==> src/rtl/multdiv_iter_pkg.sv <==
// Shared types and constants for the iterative multiply/divide unit.
// Holds the FSM encoding, the last iteration index and the product range check.
package multdiv_iter_pkg;

  typedef enum logic [1:0] {
    S_IDLE = 2'd0,
    S_MUL  = 2'd1,
    S_DIV  = 2'd2,
    S_DONE = 2'd3
  } state_t;

  localparam logic [4:0]  ITER_LAST = 5'd31;
  localparam logic [31:0] INT_MIN   = 32'h8000_0000;

  // True when product bits [63:31] are a pure sign extension, i.e. the low word is exact.
  function automatic logic fits_low_word(input logic [32:0] upper);
    return (&upper) | ~(|upper);
  endfunction

endpackage

==> src/rtl/multdiv_iter_if.sv <==
// Operand/control/result bundle between the execute stage and the multiply/divide unit.
// The execute stage is the master; the unit is the slave.
interface multdiv_iter_if;

  logic [31:0] data_operandA;
  logic [31:0] data_operandB;
  logic        ctrl_MULT;
  logic        ctrl_DIV;
  logic [31:0] data_result;
  logic        data_exception;
  logic        data_resultRDY;
  logic        busy;

  modport master (
    output data_operandA, data_operandB, ctrl_MULT, ctrl_DIV,
    input  data_result, data_exception, data_resultRDY, busy
  );

  modport slave (
    input  data_operandA, data_operandB, ctrl_MULT, ctrl_DIV,
    output data_result, data_exception, data_resultRDY, busy
  );

endinterface

==> src/rtl/multdiv_iter_add_sub_33.sv <==
// 33-bit combinational adder/subtractor shared by Booth steps and divide trial subtracts.
// With sub=1 the result is a-b and cout=1 means no borrow (a >= b, unsigned).
module add_sub_33 (
  input  logic [32:0] a,
  input  logic [32:0] b,
  input  logic        sub,
  output logic [32:0] sum,
  output logic        cout
);

  logic [33:0] full;

  assign full = {1'b0, a} + {1'b0, (sub ? ~b : b)} + {33'd0, sub};
  assign sum  = full[32:0];
  assign cout = full[33];

endmodule

==> src/rtl/multdiv_iter.sv <==
// Iterative signed 32-bit multiply (radix-2 Booth) and divide (restoring on magnitudes).
// Fixed 33-cycle busy window per operation; a new start always aborts the current one.
module multdiv_iter
  import multdiv_iter_pkg::*;
#(
  parameter int WIDTH = 32
) (
  input  logic          clock,
  input  logic          reset_n,
  multdiv_iter_if.slave bus
);

  state_t             state;
  logic [4:0]         counter;
  logic [32:0]        a_reg;
  logic [64:0]        work;
  logic               op_is_div;
  logic               sign_q;

  logic               start;
  logic [WIDTH-1:0]   mag_a;
  logic [WIDTH-1:0]   mag_b;
  logic [32:0]        add_a;
  logic               add_sub;
  logic [32:0]        add_sum;
  logic               add_cout;
  logic [32:0]        mul_ns;
  logic [32:0]        div_shift;
  logic [32:0]        div_rem;
  logic [64:0]        work_next;
  logic [WIDTH-1:0]   quot;
  logic [WIDTH-1:0]   fin_result;
  logic               fin_exc;

  assign start = bus.ctrl_MULT | bus.ctrl_DIV;
  assign mag_a = bus.data_operandA[31] ? -bus.data_operandA : bus.data_operandA;
  assign mag_b = bus.data_operandB[31] ? -bus.data_operandB : bus.data_operandB;

  add_sub_33 u_add_sub (
    .a    (add_a),
    .b    (a_reg),
    .sub  (add_sub),
    .sum  (add_sum),
    .cout (add_cout)
  );

  // MUL work layout: {hi[31:0], lo[31:0], q_minus1}; DIV layout: {rem[32:0], quot[31:0]}.
  always_comb begin
    div_shift  = {work[63:32], work[31]};
    add_a      = op_is_div ? div_shift : {work[64], work[64:33]};
    add_sub    = op_is_div | work[1];
    mul_ns     = (work[1] ^ work[0]) ? add_sum : add_a;
    div_rem    = add_cout ? add_sum : div_shift;
    work_next  = op_is_div ? {div_rem, work[30:0], add_cout} : {mul_ns, work[32:1]};
    quot       = work_next[31:0];
    fin_result = '0;
    fin_exc    = 1'b0;
    if (!op_is_div) begin
      fin_result = work_next[32:1];
      fin_exc    = ~fits_low_word(work_next[64:32]);
    end else if (a_reg == 33'd0) begin
      fin_result = '0;
      fin_exc    = 1'b1;
    end else begin
      // Only INT_MIN / -1 yields a positive quotient of 2^31.
      fin_result = sign_q ? -quot : quot;
      fin_exc    = ~sign_q & quot[31];
    end
  end

  always_ff @(posedge clock or negedge reset_n) begin
    if (!reset_n) begin
      state              <= S_IDLE;
      counter            <= 5'd0;
      a_reg              <= 33'd0;
      work               <= 65'd0;
      op_is_div          <= 1'b0;
      sign_q             <= 1'b0;
      bus.data_result    <= '0;
      bus.data_exception <= 1'b0;
      bus.data_resultRDY <= 1'b0;
      bus.busy           <= 1'b0;
    end else begin
      bus.data_resultRDY <= 1'b0;
      if (start) begin
        counter            <= 5'd0;
        bus.busy           <= 1'b1;
        bus.data_result    <= '0;
        bus.data_exception <= 1'b0;
        if (bus.ctrl_MULT) begin
          state     <= S_MUL;
          op_is_div <= 1'b0;
          sign_q    <= 1'b0;
          a_reg     <= {bus.data_operandA[31], bus.data_operandA};
          work      <= {32'd0, bus.data_operandB, 1'b0};
        end else begin
          state     <= S_DIV;
          op_is_div <= 1'b1;
          sign_q    <= bus.data_operandA[31] ^ bus.data_operandB[31];
          a_reg     <= {1'b0, mag_b};
          work      <= {33'd0, mag_a};
        end
      end else begin
        case (state)
          S_MUL, S_DIV: begin
            work <= work_next;
            if (counter == ITER_LAST) begin
              counter            <= 5'd0;
              state              <= S_DONE;
              bus.data_result    <= fin_result;
              bus.data_exception <= fin_exc;
              bus.data_resultRDY <= 1'b1;
            end else begin
              counter <= counter + 5'd1;
            end
          end
          S_DONE: begin
            state    <= S_IDLE;
            bus.busy <= 1'b0;
          end
          default: ;
        endcase
      end
    end
  end

endmodule

==> src/flat_wrapper.sv <==
// flat-port wrapper written by rule: the top's interface ports become plain ports
module multdiv_iter_flat import multdiv_iter_pkg::*;
#(
  parameter int WIDTH = 32
)
  (clock, reset_n, bus_data_operandA, bus_data_operandB, bus_ctrl_MULT, bus_ctrl_DIV, bus_data_result, bus_data_exception, bus_data_resultRDY, bus_busy);
  multdiv_iter_if bus_i ();
  input  logic clock;
  input  logic reset_n;
  input wire logic [$bits(bus_i.data_operandA)-1:0] bus_data_operandA;
  input wire logic [$bits(bus_i.data_operandB)-1:0] bus_data_operandB;
  input wire logic [$bits(bus_i.ctrl_MULT)-1:0] bus_ctrl_MULT;
  input wire logic [$bits(bus_i.ctrl_DIV)-1:0] bus_ctrl_DIV;
  output wire logic [$bits(bus_i.data_result)-1:0] bus_data_result;
  output wire logic [$bits(bus_i.data_exception)-1:0] bus_data_exception;
  output wire logic [$bits(bus_i.data_resultRDY)-1:0] bus_data_resultRDY;
  output wire logic [$bits(bus_i.busy)-1:0] bus_busy;
  assign bus_i.data_operandA = bus_data_operandA;
  assign bus_i.data_operandB = bus_data_operandB;
  assign bus_i.ctrl_MULT = bus_ctrl_MULT;
  assign bus_i.ctrl_DIV = bus_ctrl_DIV;
  assign bus_data_result = bus_i.data_result;
  assign bus_data_exception = bus_i.data_exception;
  assign bus_data_resultRDY = bus_i.data_resultRDY;
  assign bus_busy = bus_i.busy;
  multdiv_iter #(.WIDTH(WIDTH)) u_core (.clock(clock), .reset_n(reset_n), .bus(bus_i));
endmodule
==> config.mk <==
export PLATFORM = sky130hd
export DESIGN_NAME = multdiv_iter_flat
export DESIGN_NICKNAME = d
export VERILOG_FILES = /design/src/rtl/multdiv_iter_pkg.sv /design/src/rtl/multdiv_iter_if.sv /design/src/rtl/multdiv_iter_add_sub_33.sv /design/src/rtl/multdiv_iter.sv /design/src/flat_wrapper.sv
export SDC_FILE = /design/constraint.sdc
export NUM_CORES = 1
export LEC_CHECK = 0
export ABC_AREA = 1
export BUFFER_PORTS_ARGS = -buffer_cell sky130_fd_sc_hd__buf_2
export CELL_PAD_IN_SITES_DETAIL_PLACEMENT = 0
export CELL_PAD_IN_SITES_GLOBAL_PLACEMENT = 2
export CORE_ASPECT_RATIO = 0.6
export CORE_MARGIN = 5
export CORE_UTILIZATION = 29
export CTS_CLUSTER_SIZE = 25
export DETAILED_ROUTE_END_ITERATION = 10
export PLACE_DENSITY = 0.78
export SLEW_MARGIN = 20
export SYNTH_ARGS = -nofsm -noshare
export SYNTH_HDL_FRONTEND = slang
export SYNTH_HIERARCHICAL = 1
export SYNTH_SLANG_ARGS = --single-unit
==> constraint.sdc <==
create_clock -name clock -period 5.1 [get_ports clock]
set_input_delay 0.255 -clock clock [delete_from_list [all_inputs] [get_ports clock]]
set_output_delay 0.255 -clock clock [all_outputs]
set_load 0.01 [all_outputs]
==> results.json <==
{
  "criticalPathCategory": "register to register",
  "yosysTopAreaCellShare": 0.2537,
  "die_w_um": 293.7,
  "skew_ns": 0.01703,
  "wl_met2_mm": 20.21,
  "timing.final.crit_share": 0.9411,
  "dr.max_layer_used": "met5",
  "fp-row-count": 62,
  "grt_pass1_vias": 13780,
  "slew_violations": 0,
  "placed_cells": 2957,
  "yosys.area.top_type": "dfrtp_1",
  "port-buffer-count": 102,
  "worstPathArrival_ns": 5.19,
  "area_delta_synth_final_pct": 12.13,
  "vias": 15630,
  "synth.avg_cell_area_sq_um": 6.105,
  "core_sq_um": 47790,
  "cts_made_buffers": 17,
  "clkTransAtPathRegs_ns": 0.07,
  "wl_met3_mm": 9.030,
  "yosysMostFrequentCell": "nand2_1",
  "cpMostUsedCell": "nand2_1",
  "critPathMaxFanout": 18,
  "cp-end-kind": "register",
  "tritoncts": "yes",
  "h-tree-depth": 4,
  "post_cts_buffers": 0,
  "fillers": 5341,
  "power_frac_comb": 0.613,
  "status": "complete, no violations",
  "yosysWarningCount": 6,
  "dr.pass1.iters": 6,
  "slowest_stage": "dfrtp_4",
  "preCtsSetupSlack_ns": 0.3570,
  "crit_family": "simple AND/OR/NAND/NOR gates",
  "setup_viol_count_final": 0,
  "max-vdd-ir-drop_mv": 0.2476,
  "crit_buf_inv": 3,
  "startpoint_type": "register",
  "dieArea_sq_um": 52940,
  "hp-class": "input port to register",
  "grt_overflow_total": 0,
  "root_buffer": "clkbuf_16",
  "worst_pin_slew_ns": 0.9962,
  "drc": 0,
  "cp_data_required_time_ns": 5.49,
  "multi_input_area_sq_um": 8825,
  "largest_reg_flops": 65,
  "layout.nets": 2444,
  "clock.fmax_ghz": 0.2084,
  "tns_ns": 0,
  "synth-async-reset-ratio": 1.000,
  "ys_top_cells_by_count": "732 x nand2_1, 302 x inv_1, 178 x nor2_1",
  "synth-main-ff-cell": "dfrtp_1",
  "ys_top_cells_by_area": "dfrtp_1 25%, nand2_1 20%, inv_1 8.1%",
  "m1WireLength_mm": 34.44,
  "grt_max_degree": 111,
  "leakage_nw": 8.182,
  "finalHoldViolCount": 0,
  "p_seq_frac": 0.204,
  "initial_core_util": 0.2931,
  "synth_nets": 2401,
  "synth_edf_count": 0,
  "seqCellArea_sq_um": 3557,
  "intPower_w": 0.003220,
  "routed_wirelength_mm": 64.15,
  "max-cap-violations": 0,
  "min_period_ns": 4.799,
  "layout-drive-gt1-share": 0.1017,
  "cts_buffer_depth": 2,
  "antenna_found_initial": 2,
  "ys_ff_latch": 142,
  "ant_nets": 0,
  "switchingPower_w": 0.003964,
  "fin_ws_ns": 0.3005,
  "cpPeakStageDelay_ns": 0.56,
  "powerDensity_nw_per_um2": 457.4,
  "relSlewSlack": 0.3289,
  "clk_latency_ns": 0.45,
  "gp_congestion": 0.9788,
  "synth-seq-area-share": 0.2537,
  "hpwl_mm": 50.87,
  "grt_util_all_layers": 0.2354,
  "die_h_um": 180.2,
  "drtIter0Drc": 1871,
  "synthCells": 2294,
  "layout.cells.non_filler": 2991,
  "grt_pass1_wl_mm": 93.96,
  "rsz0062_at_grt": "no",
  "holdWs_ns": 0.1166,
  "cts.sinks": 142,
  "io_pins": 103,
  "wl_per_cell_um": 21.45,
  "via_per_inst": 5.226,
  "synth_cell_types": 51,
  "syn_area_sq_um": 14010,
  "netSwitchingFraction": 0.5518,
  "p_clk_frac": 0.183
}
==> path summary, 6_finish.rpt <==
path | startpoint | endpoint | slack (ns) | depth (start not counted)
max | u_core/op_is_div | u_core/bus.data_result[30] | 0.30 | 26
min in group asynchronous | reset_n | u_core/bus.data_result[15] | 0.43 | 2
min | bus_data_operandB[0] | u_core/a_reg[0] | 0.12 | 3
max reg2reg | u_core/op_is_div | u_core/bus.data_result[30] | 0.30 | 26
min reg2reg | u_core/bus.data_result[1] | u_core/bus.data_result[1] | 0.47 | 2
max in group asynchronous | reset_n | u_core/work[62] | 3.28 | 3
==> timing repair <==
action                                 4_1_cts  5_1_grt
endpoints found under the hold margin       92        0
hold buffers                                 1        0
setup endpoints to repair                    0        1
resized for setup                            0        2
==> metrics by stage <==
step / cell area (sq um) / power (W) / util
2_1_floorplan: 14010 / 0.004225 / -
3_5_place_dp: 15070 / 0.005686 / 0.3155
3_3_place_gp: 15070 / 0.005705 / 0.3155
6_report: 15710 / 0.007184 / 0.3287
4_1_cts: 15690 / 0.007036 / 0.3284
5_1_grt: 15710 / 0.007693 / 0.3287
==> routing by layer <==
metal	track usage	vias up
met4	0.02711	2
met1	0.4085	7351
met2	0.2472	722
met5	0	-
li1	-	7522
met3	0.1070	34
==> layout by cell type (no fill, tap or decap), types with 21 or more instances in the layout <==
cell,netlist,final
a21oi_1,104,104
a221oi_1,30,30
o21ai_0,158,157
o22ai_1,23,23
buf_4,3,21
nand3_1,170,170
nor2_1,178,174
nand2_1,732,728
o21ai_1,26,27
ha_1,38,38
xor2_1,72,72
inv_1,302,301
buf_2,24,101
o211ai_1,31,31
dfrtp_1,142,141
nand2_2,20,24
==> power by group through the flow <==
stage / registers, W / clock network (W) / logic (W)
3_3_place_gp: 0.00148 / 0 / 0.00422
5_1_grt: 0.00149 / 0.00140 / 0.00481
2_1_floorplan: 0.00142 / 0 / 0.00280
6_report: 0.00147 / 0.00132 / 0.00440
4_1_cts: 0.00146 / 0.00135 / 0.00422
3_5_place_dp: 0.00148 / 0 / 0.00420
==> cell families (layout without fill, tap and decap cells) <==
group,Yosys count,after routing,synth area share
and+or+nand+nor,1186,1186,0.3576
AOI/OAI and AO/OA,433,433,0.1833
buffers and inverters,412,468,0.1187
DFF,142,142,0.2537
xor gates and xnor gates,82,82,0.05128
adders and majority gates,39,39,0.03538
other,0,1,0
==> cell type report <==
cell class | instances | area share
sequential | 142 | 0.2265
antenna | 1 | 0.0001593
timing repair buffer | 128 | 0.04812
tap | 640 | 0.05099
inverter | 308 | 0.07369
clock buffer | 18 | 0.02796
multi-input combinational | 1740 | 0.5619
clock inverter | 14 | 0.01068
==> worst reg2reg max path, delay by kind of cell (launching register included) <==
kind | cells | cell delay [ns]
buf+inv | 3 | 0.51
compound gates | 2 | 0.49
xor+xnor | 1 | 0.16
flops | 1 | 0.56
simple gates | 18 | 2.49
fa+ha+maj | 2 | 0.53
(Power assumes the default switching activity.)
